===== src/rtl/bstep_pkg.sv =====
// Shared types, defaults and helper functions for the binary-step activation stream.
// Functions work on maximum-width operands; callers sign- or zero-extend into them.
package bstep_pkg;

  localparam int DEF_W           = 8;
  localparam int DEF_N_CH        = 4;
  localparam int DEF_APPROX_BITS = 2;
  localparam int DEF_CNT_W       = 16;

  localparam int MAX_W  = 64;
  localparam int MAX_CH = 64;
  localparam int POP_W  = $clog2(MAX_CH + 1);

  // Arithmetic right shift floors both operands identically, so the approximate
  // compare equals comparing the upper W-APPROX_BITS bits as signed values.
  function automatic logic step_cmp(input logic signed [MAX_W-1:0] x,
                                    input logic signed [MAX_W-1:0] thr,
                                    input logic                    approx,
                                    input int unsigned             approx_bits);
    int unsigned sh;
    sh = approx ? approx_bits : 32'd0;
    return (x >>> sh) >= (thr >>> sh);
  endfunction

  function automatic logic [POP_W-1:0] popcount(input logic [MAX_CH-1:0] v);
    logic [POP_W-1:0] n;
    n = '0;
    for (int i = 0; i < MAX_CH; i++) n = n + POP_W'(v[i]);
    return n;
  endfunction

endpackage


===== src/rtl/bstep_stream_approx_if.sv =====
// Stream, threshold and statistics signals of the binary-step unit.
// The master side drives beats in; the slave side is the activation unit.
interface bstep_stream_approx_if #(
  parameter int W     = 8,
  parameter int N_CH  = 4,
  parameter int CNT_W = 16
);
  logic                in_valid;
  logic                in_ready;
  logic [N_CH*W-1:0]   in_data;
  logic                approx_en;
  logic                thr_wr_en;
  logic [W-1:0]        thr_wr_data;
  logic                out_valid;
  logic                out_ready;
  logic [N_CH-1:0]     out_data;
  logic                cnt_clr;
  logic [CNT_W-1:0]    fire_cnt;

  modport master (
    output in_valid, in_data, approx_en, thr_wr_en, thr_wr_data, out_ready, cnt_clr,
    input  in_ready, out_valid, out_data, fire_cnt
  );

  modport slave (
    input  in_valid, in_data, approx_en, thr_wr_en, thr_wr_data, out_ready, cnt_clr,
    output in_ready, out_valid, out_data, fire_cnt
  );
endinterface


===== src/rtl/bstep_lane_cmp.sv =====
// Single-lane binary step: fire = (x >= thr), optionally on floored operands.
// Purely combinational; instantiated once per lane by the top.
module bstep_lane_cmp
  import bstep_pkg::*;
#(
  parameter int W           = DEF_W,
  parameter int APPROX_BITS = DEF_APPROX_BITS
) (
  input  logic signed [W-1:0] x,
  input  logic signed [W-1:0] thr,
  input  logic                approx,
  output logic                fire
);
  logic signed [MAX_W-1:0] x_ext;
  logic signed [MAX_W-1:0] thr_ext;

  assign x_ext   = MAX_W'(x);
  assign thr_ext = MAX_W'(thr);
  assign fire    = step_cmp(x_ext, thr_ext, approx, unsigned'(APPROX_BITS));
endmodule


===== src/rtl/bstep_stream_approx.sv =====
// Two-stage elastic binary-step activation over N_CH signed lanes with a
// saturating count of emitted ones.
module bstep_stream_approx
  import bstep_pkg::*;
#(
  parameter int W           = DEF_W,
  parameter int N_CH        = DEF_N_CH,
  parameter int APPROX_BITS = DEF_APPROX_BITS,
  parameter int CNT_W       = DEF_CNT_W
) (
  input logic                   clk,
  input logic                   rst_n,
  bstep_stream_approx_if.slave  bus
);
  localparam int SUM_W = CNT_W + POP_W + 1;

  logic signed [W-1:0] thr_q;
  logic signed [W-1:0] s1_thr;
  logic [N_CH*W-1:0]   s1_data;
  logic                s1_approx;
  logic                s1_v;
  logic                s2_v;
  logic [N_CH-1:0]     s2_data;
  logic [N_CH-1:0]     cmp;
  logic [CNT_W-1:0]    cnt_q;

  logic                s1_adv;
  logic                s2_adv;
  logic                accept;
  logic                xfer;
  logic [POP_W-1:0]    pop;
  logic [SUM_W-1:0]    sum;

  assign s2_adv = !s2_v || bus.out_ready;
  assign s1_adv = !s1_v || s2_adv;
  assign accept = bus.in_valid && s1_adv;
  assign xfer   = s2_v && bus.out_ready;

  assign bus.in_ready  = s1_adv;
  assign bus.out_valid = s2_v;
  assign bus.out_data  = s2_data;
  assign bus.fire_cnt  = cnt_q;

  // Beats capture the threshold as it was before any same-edge write.
  always_ff @(posedge clk or negedge rst_n) begin
    if (!rst_n) begin
      thr_q <= '0;
    end else if (bus.thr_wr_en) begin
      thr_q <= bus.thr_wr_data;
    end
  end

  // NOTE: clocked state uses <= so every register samples pre-edge values;
  // the stage-1 payload is reset too so no X reaches the compare after reset.
  always_ff @(posedge clk or negedge rst_n) begin
    if (!rst_n) begin
      s1_v      <= 1'b0;
      s1_data   <= '0;
      s1_thr    <= '0;
      s1_approx <= 1'b0;
    end else if (s1_adv) begin
      s1_v <= bus.in_valid;
      if (accept) begin
        s1_data   <= bus.in_data;
        s1_thr    <= thr_q;
        s1_approx <= bus.approx_en;
      end
    end
  end

  for (genvar i = 0; i < N_CH; i++) begin : g_lane
    bstep_lane_cmp #(
      .W           (W),
      .APPROX_BITS (APPROX_BITS)
    ) u_cmp (
      .x      (s1_data[i*W +: W]),
      .thr    (s1_thr),
      .approx (s1_approx),
      .fire   (cmp[i])
    );
  end

  always_ff @(posedge clk or negedge rst_n) begin
    if (!rst_n) begin
      s2_v    <= 1'b0;
      s2_data <= '0;
    end else if (s2_adv) begin
      s2_v <= s1_v;
      if (s1_v) s2_data <= cmp;
    end
  end

  assign pop = popcount(MAX_CH'(s2_data));
  assign sum = SUM_W'(cnt_q) + SUM_W'(pop);

  always_ff @(posedge clk or negedge rst_n) begin
    if (!rst_n) begin
      cnt_q <= '0;
    end else if (bus.cnt_clr) begin
      cnt_q <= '0;
    end else if (xfer) begin
      cnt_q <= (sum > SUM_W'({CNT_W{1'b1}})) ? {CNT_W{1'b1}} : sum[CNT_W-1:0];
    end
  end

endmodule


===== src/flat_wrapper.sv =====
// flat-port wrapper written by rule: the top's interface ports become plain ports
module bstep_stream_approx_flat import bstep_pkg::*;
#(
  parameter int W           = DEF_W,
  parameter int N_CH        = DEF_N_CH,
  parameter int APPROX_BITS = DEF_APPROX_BITS,
  parameter int CNT_W       = DEF_CNT_W
)
  (clk, rst_n, bus_in_valid, bus_in_data, bus_approx_en, bus_thr_wr_en, bus_thr_wr_data, bus_out_ready, bus_cnt_clr, bus_in_ready, bus_out_valid, bus_out_data, bus_fire_cnt);
  bstep_stream_approx_if #(.W(W), .N_CH(N_CH), .CNT_W(CNT_W)) bus_i ();
  input logic clk;
  input logic rst_n;
  input wire logic [$bits(bus_i.in_valid)-1:0] bus_in_valid;
  input wire logic [$bits(bus_i.in_data)-1:0] bus_in_data;
  input wire logic [$bits(bus_i.approx_en)-1:0] bus_approx_en;
  input wire logic [$bits(bus_i.thr_wr_en)-1:0] bus_thr_wr_en;
  input wire logic [$bits(bus_i.thr_wr_data)-1:0] bus_thr_wr_data;
  input wire logic [$bits(bus_i.out_ready)-1:0] bus_out_ready;
  input wire logic [$bits(bus_i.cnt_clr)-1:0] bus_cnt_clr;
  output wire logic [$bits(bus_i.in_ready)-1:0] bus_in_ready;
  output wire logic [$bits(bus_i.out_valid)-1:0] bus_out_valid;
  output wire logic [$bits(bus_i.out_data)-1:0] bus_out_data;
  output wire logic [$bits(bus_i.fire_cnt)-1:0] bus_fire_cnt;
  assign bus_i.in_valid = bus_in_valid;
  assign bus_i.in_data = bus_in_data;
  assign bus_i.approx_en = bus_approx_en;
  assign bus_i.thr_wr_en = bus_thr_wr_en;
  assign bus_i.thr_wr_data = bus_thr_wr_data;
  assign bus_i.out_ready = bus_out_ready;
  assign bus_i.cnt_clr = bus_cnt_clr;
  assign bus_in_ready = bus_i.in_ready;
  assign bus_out_valid = bus_i.out_valid;
  assign bus_out_data = bus_i.out_data;
  assign bus_fire_cnt = bus_i.fire_cnt;
  bstep_stream_approx #(.W(W), .N_CH(N_CH), .APPROX_BITS(APPROX_BITS), .CNT_W(CNT_W)) u_core (.clk(clk), .rst_n(rst_n), .bus(bus_i));
endmodule

===== config.mk =====
export PLATFORM = sky130hd
export DESIGN_NAME = bstep_stream_approx_flat
export DESIGN_NICKNAME = d
export VERILOG_FILES = /design/src/rtl/bstep_pkg.sv /design/src/rtl/bstep_stream_approx_if.sv /design/src/rtl/bstep_lane_cmp.sv /design/src/rtl/bstep_stream_approx.sv /design/src/flat_wrapper.sv
export SDC_FILE = /design/constraint.sdc
export NUM_CORES = 1
export LEC_CHECK = 0
export CAP_MARGIN = 20
export CORE_UTILIZATION = 25
export CTS_CLUSTER_DIAMETER = 50
export DETAILED_ROUTE_END_ITERATION = 10
export GPL_ROUTABILITY_DRIVEN = 0
export SLEW_MARGIN = 20
export SYNTH_ARGS = -nofsm -noshare
export SYNTH_HDL_FRONTEND = slang
export SYNTH_HIERARCHICAL = 1
export SYNTH_SLANG_ARGS = --single-unit

===== constraint.sdc =====
create_clock -name clk -period 4.69 [get_ports clk]
set_input_delay 1.407 -clock clk [delete_from_list [all_inputs] [get_ports clk]]
set_output_delay 1.407 -clock clk [all_outputs]
set_load 0.02 [all_outputs]

[Word level (Yosys, flattened, before mapping)]
Cells that the tools add are included.
Storage, ports and cells
  output and inout port bits: 22
  logic and storage cells: 35
  input bits: 47
  flip-flop bits (word level): 71
Operators by class
  order comparisons: 5
  mux-type cells: 4
  reduce and logical (&&, ||, !) cells: 9
  shift operators: 5
  add/sub/neg operators: 4
Operators by type and width (count)
  >>> shifter 8 x 2 -> 64 bit: 5
  greater-or-equal comparator 64 bit: 4
  2-to-1 mux 16 bit: 3
  greater-than comparator 24 x 16 -> 1 bit (second input constant): 1
  adder 16 x 7 -> 17 bit: 1
  adder 7 x 1 -> 7 bit: 2
  AND reduction 2 bit: 2
  adder 1 x 1 -> 2 bit: 1
  logical AND 1 bit: 2
  zero test 1 bit: 2
  logical OR 1 bit: 2
  2-to-1 mux 2 bit: 1
  nonzero test 2 bit: 1

[Depth between registers and ports, before layout]
Gate-level depths: netlist (run 1).
  word-level depth: 8
  gate-level depth with buffers: 9
  gate-level depth less buffers: 9

[Cells and area by module]
Netlist (run 1), hierarchy kept.
By module, submodules not included
  bstep_stream_approx: area an instance 3046.7 um2, times used 1, cells an instance 223, seq. area each 1776.7 um2
  bstep_lane_cmp: area an instance 334.1 um2, times used 4, cells an instance 39, seq. area each 0.0 um2

[Least setup slack after synthesis (run 1)]
Ideal clock, no wire load.
  path type: input port to output port
  start point: in bus_out_ready
  end point: out bus_in_ready
  stages on the path: 1
  required time: 3.283 ns
  path slack: 1.593 ns
  data arrival time: 1.690 ns
  buffers on the path: 0
  path through: nand3b_1
On the way
  longest elaborated chain between the ends: 2
RTL lines
  start: declaration: line flat_wrapper.sv:18  | input wire logic [$bits(bus_i.out_ready)-1:0] bus_out_ready;
  logical OR 1 bit: line bstep_stream_approx.sv:34  | assign s2_adv = !s2_v || bus.out_ready;
  logical OR 1 bit: line bstep_stream_approx.sv:35  | assign s1_adv = !s1_v || s2_adv;
  end: declaration: line flat_wrapper.sv:20  | output wire logic [$bits(bus_i.in_ready)-1:0] bus_in_ready;
No other way between the ends.

[Worst setup path in the final report (run 1)]
Ends and elaborated chain as after synthesis.

==> impl_results.md, run 1 <==
- Outcome: complete, no violations
- Commonest non-fill, non-tap cell in the layout: mux2_2
- HPWL after DPL: 7500 um
- Skew final: 0.00604 ns
- Worst skew pair latency: 0.34 ns
- Crit path buf inv count: 2
- Synth warnings: 6
- Placed instance count: 659
- FF-to-FF path depth: 7
- Most frequent cells in the layout: 73 x mux2_2, 70 x dfrtp_1, 67 x clkdlybuf4s50_1
- Iter 0 DRT Violations: 142
- Post-synth cell types: 44
- # resized after CTS: 0
- Remaining global-route overflow: 0
- Syn Nets: 462
- Final Max Tran Viols: 0
- IO Port Bufs: 68
- Worst path max stage delay: 0.63 ns
- Largest net degree at the start of global routing: 72
- R2R Path End: u_core/bus.out_data[0]$_DFFE_PN0P_
- Worst-path clk slew: 0.05 ns
- GRT met2 Usage: 20.5%
- Synthesized cell area: 4380 um^2
- Core ar.: 17200 um^2
- Row cnt: 48
- Global Route Usage Sum: 12.0%
- Met3 global-route usage: 3.33%
- Die X: 134 um
- Final Net Count: 528
- Vias in the first global route: 3449
- Hold Path End: u_core/bus.out_valid$_DFFE_PN0P_
- CP most frequent cell: clkdlybuf4s50_1
- Root buf cell: clkbuf_16
- LEAKAGE: 2.43 nW
- Setup TNS: 0 ns
- Maximum vdd ir drop: 183 uV
- Antenna violations before repair: 0
- Least-Margin Pin Slew: 0.987 ns
- Type of origin of the critical path: primary input
- CP Cell Sequence: clkdlybuf4s50_1 > nand3b_1 > clkdlybuf4s50_1
- Post-CTS Hold Fix Bufs: 0
- CP arrival: 2.74 ns
- Vias per cell: 4.73
- Power Density: 422 nW/um^2
- Crit path depth: 3
- Worst reg2reg startpoint: u_core/s1_approx$_DFFE_PN0P_
- TritonCTS Buffers: 9
- Setup-failing EPs final: 0
- CTS tree: done
- Area delta synth->final: 27.9%
- # IOs: 69
- Worst Hold Class: register to register
- CP max FO: 5
- Hold path start: u_core/s1_v$_DFFE_PN0N_
- Number of synthesized flops with an enable pin: 0
- Met1 Track Usage GR: 14.0%
- Mean Syn Cell Area: 11.6 um^2
- Unrepaired setup endpoints after global routing: no
- Final worst path period need: 4.14 ns
- DR vias: 3195
- H-tree levels: 3
- Initial Util: 25.4%
- Period Utilization, post-route: 88.3%
- Drt wl/cell: 15.2 um
- First-pass GRT wire length: 16900 um
- Antenna-violating nets left: 0
- Cells after Synth: 379
- Register-to-register setup slack: 1.73 ns
- Post-synth ARST share: 100%
- Max Cap Viol: 0
- Ant diodes: 0
- Fin. Hold Viols: 0
- Clock Tree Buf Depth: 2
- DRT Pass-1 Iters: 4
- Die ar.: 18100 um^2
- Die Ht: 134 um
- Flops & latches, synth: 71
- Fmax: 0.241 GHz
- Sequential area share after synthesis: 40.5%
- Setup Buffers After CTS: 0
- Crit end category: primary output
- Post-route insts no fill: 675
- Worst hold stages: 1
- Most used flip-flop cell after synthesis: dfrtp_1
- Most used routing layer: met2
- Clock sink count: 71
- Crit path max-delay family: buffers and inverters
- Worst EP required: 3.28 ns
- Slew HR: 33.9%
- Drt total wl: 10300 um
- Critical path class: primary input to primary output
- Slowest-stage cell, CP: clkdlybuf4s50_1
- DRC Markers: 0
- Layout cells sized above 1: 23.1%
## metal layers
layer  up-vias  part of all wire (%)  routed length, um
met1      1607                    45               4630
met3        17                   4.3                438
met2        51                    48               4960
met5         -                     0                  0
li1       1520                     -                  -
met4         0                   2.3                239
## state kept, by name (all words and copies together), names as in the netlist
| signal | count |
|---|---|
| u_core/bus.out_data | 4 |
| u_core/bus.fire_cnt | 16 |
| u_core/s1_approx | 1 |
| u_core/s1_thr | 8 |
| u_core/s1_data | 32 |
| u_core/s1_v | 1 |
| u_core/bus.out_valid | 1 |
| u_core/thr_q | 8 |
## final cells by class
class,instances,area [um^2]
fillers,1717,11600
well taps,225,282
clock inverters,5,81.3
inverters,19,71.3
flip-flops and latches,71,1780
multi-input cells,273,2450
repair buffers,71,698
clock buffers,11,243
## synth_stat cells (2+ instances only)
library cell	count	area (um^2)
inv_1	19	71.3
nand2_1	17	63.8
nand2b_1	3	18.8
and2_1	2	12.5
fa_1	3	60.1
mux2_2	73	822
a31oi_1	11	68.8
or2b_1	8	60.1
and3_1	6	37.5
a211oi_1	7	52.6
nor2_1	12	45.0
nand3_1	2	10.0
clkbuf_1	3	11.3
buf_2	12	60.1
ha_1	33	413
a21oi_1	9	45.0
dfrtp_1	71	1780
o221ai_1	4	35.0
mux2i_1	32	320
o21ai_0	11	55.1
nand4_1	3	18.8
and4_1	3	26.3
o2111ai_1	2	17.5
nor2b_1	4	25.0
a211o_2	4	40.0
o21bai_1	3	22.5
o21a_1	2	15.0
or3_1	4	25.0
## worst max-delay path by stage
stage / start / to
floorplan: bus_out_ready / bus_in_ready
global placement: bus_out_ready / bus_in_ready
detailed placement: bus_out_ready / bus_in_ready
CTS: bus_out_ready / bus_in_ready
global route: bus_out_ready / bus_in_ready
finish: bus_out_ready / bus_in_ready
## power by group
part	internal [mW]	total, mW	switching (mW)
logic	0.426	0.791	0.365
registers	0.704	0.835	0.132
clock network	0.480	0.740	0.260
total	1.61	2.37	0.757
## kinds of logic after synthesis
kind of cell	synth area share, %
AO/OA/AOI/OAI	9.31
XOR/XNOR	0.200
adder cells (fa/ha/maj)	10.8
buffers and inverters	3.51
flip-flops	40.5
multiplexers	26.1
AND/OR/NAND/NOR	9.59
## stage by stage
stage / setup slack, ns / power [mW] / utilization [%] / area [um^2] / hold WS, ns
6_report: 0.547 / 2.37 / 32.5 / 5610 / 0.498
5_1_grt: 0.498 / 2.54 / 32.5 / 5610 / 0.516
4_1_cts: 0.539 / 2.40 / 32.5 / 5610 / 0.496
3_5_place_dp: 0.542 / 1.64 / 30.7 / 5280 / 0.493
3_3_place_gp: 0.565 / 1.60 / 30.7 / 5280 / 0.482
2_1_floorplan: 1.59 / 1.37 / - / 4380 / 0.457
(Power assumes the default switching activity.)
==> run 2, diff against run 1 <==
CAP_MARGIN = 15   (was 20)
==> results of run 2 <==
Final layout, timing and power as in run 1 (identical DEF).
==> variant: new RTL, settings of run 1 <==
Make the reset (`rst_n`) synchronous in 4 clocked blocks.
--- a/src/rtl/bstep_stream_approx.sv
+++ b/src/rtl/bstep_stream_approx.sv
@@ -44,3 +44,3 @@
   // Beats capture the threshold as it was before any same-edge write.
-  always_ff @(posedge clk or negedge rst_n) begin
+  always_ff @(posedge clk) begin
     if (!rst_n) begin
@@ -54,3 +54,3 @@
   // the stage-1 payload is reset too so no X reaches the compare after reset.
-  always_ff @(posedge clk or negedge rst_n) begin
+  always_ff @(posedge clk) begin
     if (!rst_n) begin
@@ -82,3 +82,3 @@
 
-  always_ff @(posedge clk or negedge rst_n) begin
+  always_ff @(posedge clk) begin
     if (!rst_n) begin
@@ -95,3 +95,3 @@
 
-  always_ff @(posedge clk or negedge rst_n) begin
+  always_ff @(posedge clk) begin
     if (!rst_n) begin
Check against the original RTL: differs if rst_n is asserted again (counterexample within 4 cycles, from zero or initial values and one cycle with rst_n low); with rst_n held inactive, the same outputs for 4 cycles.
==> variant against run 1 <==
Count of clock-buffer cells in the layout shrank 2; critical path type unchanged; sequential cell count is the same; first-iteration DRC count grew 6.3%; highest routed layer unchanged; wire length shrank 2.7%; critical path depth is the same; sequential share of layout area shrank 5.7 points; synthesized area shrank 3.4%; final area shrank 2.4%; hold slack lost 41 ps; setup slack gained 24 ps.
Power is not compared: it rests on default switching activity, and its combinational part moved more than twofold at a synthesized area within 25%.
==> variant: results (changes against run 1) <==
Detailed-route wire length - 10000 um (-2.7%)
Port Buffers - 68 (unchanged)
Synth cell types - 41 (-6.8%)
Post-CTS Repair Setup Buffers - 0 (unchanged)
Root buffer cell - clkbuf_16
DP HPWL - 7320 um (-2.3%)
Sw Ratio - 24.3%
Pleak - 2.07 nW
Synth async-reset ratio - 0% (-100 points)
Largest register FFs - 32 (unchanged)
Critical path data arrival time - 2710 ps (-30 ps)
CTS H-tree lvls - 3 (unchanged)
Worst Setup End Kind - primary output
# diodes - 0 (unchanged)
Critical path fanouts, max - 5 (unchanged)
Net count, final - 619 (+17%)
Pre-antenna DRT Iters - 6 (+2)
Yosys warnings - 6 (unchanged)
Slew Limit Headroom - 40.0% (+6.0 points)
Placement Cell Area - 5130 um2 (-2.9%)
Clk pin slew, worst setup/hold paths - 50 ps (about the same)
DRT iter0 DRCs - 151 (+6.3%)
Delay of the slowest critical-path stage - 610 ps (-20 ps)
Pin count of the biggest net entering global routing - 58 (-19%)
Vias in the first global route - 3,565 (+3.4%)
Status - completed
Maximum buffer depth of the clock tree - 2 (unchanged)
Synth top area cells - dfxtp_1 (34%), mux2i_1 (10%), ha_1 (9.8%)
Post-CTS sizing - 0 (unchanged)
Slowest CP cell - clkdlybuf4s50_1
Post-synth top flop - dfxtp_1
First-pass GRT wire length - 17,000 um (+0.57%)
Clock latency on the worst-skew pair - 330 ps
Clock skew - 9.29 ps (+3.25 ps)
Commonest cells in the synthesized netlist - nand2_1 (99), dfxtp_1 (71), mux2i_1 (44)
Syn Nets - 561 (+21%)
Seq/Total Area, Yosys - 33.6% (-7.0 points)
TritonCTS Buffers - 9 (unchanged)
Via count - 3,485 (+9.1%)
Share of layout cells above drive strength 1 - 9.44% (-14 points)
GRT Overall Usage - 12.2% (+0.16 points)
Hold crit path type - flop to flop
variant: worst paths after layout:
| check | cells after the start | start | slack [ps] | end |
|---|---|---|---|---|
| max | 3 | bus_out_ready | 570 | bus_in_ready |
| min | 2 | u_core/thr_q[2] | 460 | u_core/s1_thr[2] |
| max reg2reg | 8 | u_core/s1_approx | 1840 | u_core/bus.out_data[0] |
| min reg2reg | 2 | u_core/thr_q[2] | 460 | u_core/s1_thr[2] |
variant: kinds of logic after synthesis:
group,count (synthesis),synth area share (%)
AO/OA/AOI/OAI,104,17.7
XOR/XNOR,1,0.207
adder cells (fa/ha/maj),36,11.2
buffers and inverters,44,4.14
flip-flops,71,33.6
multiplexers,64,15.7
AND/OR/NAND/NOR,158,17.5
variant: power groups by stage:
stage,Clock [mW],Sequential (mW),Combinational (mW)
floorplan,0,0.665,0.159
global placement,0,0.675,0.234
detailed placement,0,0.676,0.244
CTS,0.731,0.663,0.245
global route,0.753,0.668,0.275
finish,0.715,0.662,0.244
variant: stage by stage:
stage | worst slack (ps) | cells | power, mW
after detailed placement | 571 | 744 | 0.920
after global placement | 580 | 744 | 0.909
after CTS | 570 | 759 | 1.64
final | 572 | 760 | 1.62
after floorplan | 1600 | 478 | 0.824
after global routing | 532 | 760 | 1.70
variant: cell type report:
type / instances / area, um2
clock buffer: 9 / 225
multi-input combinational: 363 / 2650
clock inverter: 6 / 86.3
fill: 1733 / 11100
sequential: 71 / 1420
tap: 220 / 275
timing repair buffer: 72 / 743
inverter: 19 / 71.3
variant: tightest hold or removal path, stage by stage, from the launching register on:
cell	delay, ps
dfxtp_1	310
nand2_1	50
a21boi_1	50
variant: per-layer routing:
layer | track usage (%) | up-vias | wire length (um)
met1 | 14.9 | 1621 | 4720
li1 | - | 1789 | -
met5 | 0 | - | 0
met2 | 20.8 | 61 | 4840
met4 | 5.23 | 0 | 173
met3 | 2.23 | 14 | 267
